--- src/rtl/axis_monitor.sv ---
// ---------------------------------------------------------------------------
// axis_monitor
//   Passive observer of one AXI-stream link (data/valid/ready).
//   - count : handshaken beats since reset/clear, wraps
//   - stalls: cycles with valid && !ready, saturates at all-ones
//   - sdata : every period-th beat is captured; saved pulses on capture
//   Optional producer protocol checker, enabled by the macro
//   AXIS_MONITOR_CHECK_EN:
//     a stalled beat must stay valid with stable data on the next cycle.
//   Handshake: a beat is transferred on a rising clock edge where
//   valid && ready are both high; the monitor only samples these signals.
// ---------------------------------------------------------------------------
module axis_monitor #(
   parameter int DATA_WIDTH  = 8,
   parameter int COUNT_WIDTH = 8
) (
   input  logic                   clock,
   input  logic                   resetn,
   input  logic                   clear,
   input  logic [DATA_WIDTH-1:0]  data,
   input  logic                   valid,
   input  logic                   ready,
   input  logic [COUNT_WIDTH-1:0] period,
   output logic [COUNT_WIDTH-1:0] count,
   output logic [COUNT_WIDTH-1:0] stalls,
   output logic [DATA_WIDTH-1:0]  sdata,
   output logic                   saved,
   output logic                   error,
   output logic [1:0]             error_code
);

   localparam logic [COUNT_WIDTH-1:0] CNT_MAX  = '1;
   localparam logic [COUNT_WIDTH-1:0] CNT_ZERO = '0;
   localparam logic [COUNT_WIDTH-1:0] CNT_ONE  = {{(COUNT_WIDTH-1){1'b0}}, 1'b1};

   logic                   beat;
   logic                   stall;
   logic                   sample_en;
   logic                   capture;

   logic [COUNT_WIDTH-1:0] count_q,  count_d;
   logic [COUNT_WIDTH-1:0] stalls_q, stalls_d;
   logic [COUNT_WIDTH-1:0] phase_q,  phase_d;
   logic [DATA_WIDTH-1:0]  sdata_q,  sdata_d;
   logic                   saved_q,  saved_d;

   assign beat      = valid & ready;
   assign stall     = valid & ~ready;
   assign sample_en = beat & (period != CNT_ZERO);
   // ">=" rather than "==" so that lowering period mid-run captures on the
   // next beat instead of letting the phase wrap all the way around.
   assign capture   = sample_en & (phase_q >= (period - CNT_ONE));

   // Next-state for counters, phase and sample register; clear dominates.
   always_comb begin
      count_d  = count_q;
      stalls_d = stalls_q;
      phase_d  = phase_q;
      sdata_d  = sdata_q;
      saved_d  = 1'b0;
      if (clear) begin
         count_d  = CNT_ZERO;
         stalls_d = CNT_ZERO;
         phase_d  = CNT_ZERO;
      end else begin
         if (beat) begin
            count_d = count_q + CNT_ONE;
         end
         if (stall && (stalls_q != CNT_MAX)) begin
            stalls_d = stalls_q + CNT_ONE;
         end
         if (capture) begin
            sdata_d = data;
            saved_d = 1'b1;
            phase_d = CNT_ZERO;
         end else if (sample_en) begin
            phase_d = phase_q + CNT_ONE;
         end
      end
   end

   // Counter, phase and sample registers.
   always_ff @(posedge clock or negedge resetn) begin
      if (!resetn) begin
         count_q  <= CNT_ZERO;
         stalls_q <= CNT_ZERO;
         phase_q  <= CNT_ZERO;
         sdata_q  <= '0;
         saved_q  <= 1'b0;
      end else begin
         count_q  <= count_d;
         stalls_q <= stalls_d;
         phase_q  <= phase_d;
         sdata_q  <= sdata_d;
         saved_q  <= saved_d;
      end
   end

   assign count  = count_q;
   assign stalls = stalls_q;
   assign sdata  = sdata_q;
   assign saved  = saved_q;

`ifdef AXIS_MONITOR_CHECK_EN
   logic                  pend_q,  pend_d;
   logic [DATA_WIDTH-1:0] pdata_q, pdata_d;
   logic                  error_q, error_d;
   logic [1:0]            code_q,  code_d;
   logic                  viol_drop;
   logic                  viol_data;

   // A stall last cycle obliges the producer to hold valid and data now.
   assign viol_drop = pend_q & ~valid;
   assign viol_data = pend_q & valid & (data != pdata_q);

   // Checker next-state: sticky flags, clear drops any same-cycle violation.
   always_comb begin
      pend_d  = stall;
      pdata_d = stall ? data : pdata_q;
      error_d = error_q | viol_drop | viol_data;
      code_d  = code_q | {viol_data, viol_drop};
      if (clear) begin
         pend_d  = 1'b0;
         error_d = 1'b0;
         code_d  = 2'b00;
      end
   end

   // Checker registers.
   always_ff @(posedge clock or negedge resetn) begin
      if (!resetn) begin
         pend_q  <= 1'b0;
         pdata_q <= '0;
         error_q <= 1'b0;
         code_q  <= 2'b00;
      end else begin
         pend_q  <= pend_d;
         pdata_q <= pdata_d;
         error_q <= error_d;
         code_q  <= code_d;
      end
   end

   assign error      = error_q;
   assign error_code = code_q;
`else
   assign error      = 1'b0;
   assign error_code = 2'b00;
`endif

endmodule

--- config.mk ---
export PLATFORM = sky130hd
export DESIGN_NAME = axis_monitor
export DESIGN_NICKNAME = d
export VERILOG_FILES = /design/src/rtl/axis_monitor.sv
export SDC_FILE = /design/constraint.sdc
export NUM_CORES = 1
export LEC_CHECK = 0
export CAP_MARGIN = 20
export CORE_MARGIN = 10
export CORE_UTILIZATION = 25
export DETAILED_ROUTE_END_ITERATION = 12
export GPL_TIMING_DRIVEN = 0
export PLACE_DENSITY = 0.56
export SLEW_MARGIN = 20
export SYNTH_ARGS = -nofsm -noshare
export SYNTH_HDL_FRONTEND = slang
export SYNTH_SLANG_ARGS = --single-unit
--- constraint.sdc ---
create_clock -name clock -period 2.2 [get_ports clock]
set_input_delay 0.44 -clock clock [delete_from_list [all_inputs] [get_ports clock]]
set_output_delay 0.44 -clock clock [all_outputs]
set_load 0.02 [all_outputs]
==> flow_summary.ini <==
[pwr]
power.leakage_nw = 1.191
powerDensity_nw_per_um2 = 473.0
vdd_drop_max_v = 0.0001889

[clock_tree]
clk_latency_ns = 0.28
clk_pin_slew_worst_paths_ns = 0.07
clockBufferDepth = 2
tritoncts_clock_tree = yes
clock-root-buffer = sky130_fd_sc_hd__clkbuf_8
cts-htree-levels = 2
cts_sinks = 33
cts_inserted_buffers = 5

[place]
hpwlAfterDp_mm = 3.440
place.gp.congestion = 0.8160
placement.cell_area_sq_um = 2544
port_buffers = 44

[run]
max_cap_viol_count = 0

[layout]
postLayoutCellArea_sq_um = 2738
post_route_cells_drive_above_1_share = 0.1947
area.growth.synth_to_final_pct = 41.44
design.final.nets = 295
antenna_cells_inserted = 0

[worst_setup_path]
setup.reg_to_reg.worst_slack_ns = -0.03
crit_buf_inv = 2
r2r.worst_path.cells = 8
worstSetupEndpointType = flop
timing.critical_path.max_delay_family = simple AND/OR/NAND/NOR gates
worstSetupPathType = in2reg
critical_path.most_common_cell = sky130_fd_sc_hd__a21oi_2
worst_reg2reg_startpoint = phase_q[0]
path_cells = buf_12 > nor4_4 > nand2_1 > xor2_1 > ha_1 > nand4_1 > a21oi_2 > a21oi_2 > or3_4 > buf_6 > mux2_4
arrival_ns = 2.55
critical-path-max-stage-delay_ns = 0.35
worst_ep_required_time_ns = 2.37
critPathSlowestCell = sky130_fd_sc_hd__or3_4
cp-start-kind = input port
crit-reg2reg-capture = sdata[2]
cp_max_fo = 5

[logic_synthesis]
ys_async_sr_fraction = 1.000
synth_flop_cell = sky130_fd_sc_hd__dfrtp_1
number_of_enable_flip_flop_cells_after_synthesis = 0
netlist_area_sq_um = 1936
yosysUniqueCellTypes = 37
avgSynthCellArea_sq_um = 9.776
synth_seq_cells = 33
syn-instance-count = 198
synth.yosys.seq_area_share = 0.4266
yosysWarnings = 0

[global_routing]
global_route.usage.met3 = 0.02677
grt.met1_usage = 0.09915
grt_antenna_before_repair = 0
globalRoute.totalOverflow = 0
grt_first_pass_wirelength_mm = 7.659
global_route.usage.total = 0.07979
first_global_vias = 1611
grt_busiest_layer = met2
grt_max_degree = 27
gr-usage-met2 = 0.1246

[sta]
finalSetupViolCount = 8
finalHoldViolations = 0
rsz_0062_raised_after_global_routing = true
fin_ws_ns = -0.1847
fmax_ghz = 0.4193
skew_ns = 0.005355
final_period_minus_worst_setup_slack_ns = 2.385
slew_violations = 0
layout_worst_path_cycle_share = 1.084
sum_of_negative_setup_slack_ns = -1.397

[die]
die_y_um = 108.0
io_pins = 49
num_rows = 32
fp.coreArea_sq_um = 7647
die_width_um = 108.0
floorplan.initialDensity = 0.2531
fp.dieArea_sq_um = 11660

[drt]
wirelength_mm = 4.548
routed_wire_length_per_instance_um = 12.49
ant_nets = 0
drc = 0
initialDrtViolationCount = 100
routed-via-count = 1584
initial_drt_pass_iterations = 4
viasPerCell = 4.352

[status]
outcome = complete, but fails checks
failing_checks = negative setup slack

[worst_hold_path]
min_path_cells = 2
end_point_of_the_worst_hold_path = count[5]
worstHoldPathType = in2reg
holdCritStartpoint = clear
-- stage by stage --
step / instances / power (mW) / util / hold slack, ns / setup slack (ns)
3_3_place_gp: 346 / 0.8481 / 0.3307 / 0.4957 / -1.002
6_report: 364 / 1.295 / 0.3580 / 0.5077 / -0.1847
3_5_place_dp: 347 / 0.8538 / 0.3326 / 0.3044 / -0.9983
5_1_grt: 364 / 1.371 / 0.3580 / 0.5171 / -0.2847
2_1_floorplan: 200 / 0.7468 / - / 0.1444 / -0.2484
4_1_cts: 361 / 1.316 / 0.3534 / 0.5012 / -0.2530
-- worst max path at each step --
| stage | end | depth (start not counted) | start |
|---|---|---|---|
| floorplan | sdata[0] | 10 | period[4] |
| CTS | sdata[2] | 11 | period[4] |
| global placement | sdata[7] | 11 | period[3] |
| detailed placement | sdata[6] | 11 | period[3] |
| global route | sdata[7] | 11 | period[2] |
| finish | sdata[2] | 11 | period[2] |
-- synthesized netlist by cell type (all sizes together), types with 3 or more instances --
cell | n | area share
nor2 | 17 | 0.033
xor2 | 11 | 0.050
a21oi | 13 | 0.034
ha | 13 | 0.084
and2 | 3 | 0.0097
or3 | 3 | 0.0097
o21ai | 8 | 0.021
nand3 | 7 | 0.018
nor3 | 5 | 0.013
clkbuf | 3 | 0.0058
mux2 | 8 | 0.062
xnor2 | 6 | 0.027
buf | 6 | 0.023
nand2 | 26 | 0.050
nand4 | 5 | 0.016
inv | 6 | 0.012
dfrtp | 33 | 0.43
-- area by class of cell --
cell class	instances	area [sq um]
Buffer	9	55.05
Timing Repair Buffer	54	526.8
Inverter	6	22.52
Multi-Input combinational cell	152	1094
Fill cell	812	4910
Clock inverter	3	17.52
Tap cell	102	127.6
Clock buffer	5	68.82
Sequential cell	33	825.8
-- sequential cells by signal (all words and copies together), names as in the netlist --
register  flops
sdata         8
phase_q       8
count         8
saved         1
stalls        8
-- repair_timing --
item | 4_1_cts | 5_1_grt
gates resized for setup | 40 | 6
hold buffers | 1 | 0
setup buffers | 4 | 4
pin swaps | 10 | 9
hold endpoints to repair | 7 | 0
gates cloned | 1 | 0
setup endpoints to repair | 17 | 17
-- worst register-to-register path, stage by stage (launching register included) --
cell and delay, ns:
sky130_fd_sc_hd__dfrtp_1 0.41, sky130_fd_sc_hd__inv_1 0.09, sky130_fd_sc_hd__ha_1 0.26, sky130_fd_sc_hd__nand2b_1 0.14, sky130_fd_sc_hd__a2111o_1 0.45, sky130_fd_sc_hd__a21oi_2 0.17
sky130_fd_sc_hd__or3_4 0.16, sky130_fd_sc_hd__buf_6 0.13, sky130_fd_sc_hd__mux2_4 0.30
-- report_power, final --
| part | leakage, nW | switching [mW] | internal [mW] |
|---|---|---|---|
| registers | 0.458 | 0.0142 | 0.623 |
| clock network | 0.0439 | 0.226 | 0.218 |
| logic | 0.690 | 0.105 | 0.109 |
| total | 1.19 | 0.345 | 0.950 |
-- placed cells by master, fill, tap and decap left out, drive strengths merged, types with 2 or more instances in the layout --
cell           instances
a211oi                 2
a21oi                 13
a31oi                  2
and2                   3
and3                   2
and4                   2
buf                   22
clkbuf                 8
clkdlybuf4s50         36
clkinv                 2
conb                   3
dfrtp                 33
ha                    13
inv                    6
mux2                   8
mux2i                  2
nand2                 26
nand2b                 2
nand3                  7
nand4                  5
nand4b                 2
nor2                  17
nor3                   5
nor3b                  2
o21ai                  8
or3                    3
xnor2                  6
xor2                  11
-- routing by layer --
metal | share of wire | up-vias
met3 | 0.074 | 9
met4 | 0.018 | 0
met5 | 0 | -
li1 | - | 808
met2 | 0.45 | 37
met1 | 0.45 | 730
-- cells by family after synthesis --
| family | share of synthesized area |
|---|---|
| DFF | 0.4266 |
| AOI/OAI and AO/OA | 0.09244 |
| other | 0.001937 |
| and+or+nand+nor | 0.2056 |
| adders and majority gates | 0.08404 |
| muxes | 0.07240 |
| xor gates and xnor gates | 0.07692 |
| buffers and inverters | 0.04008 |
Power figures use the tool's default switching activity.
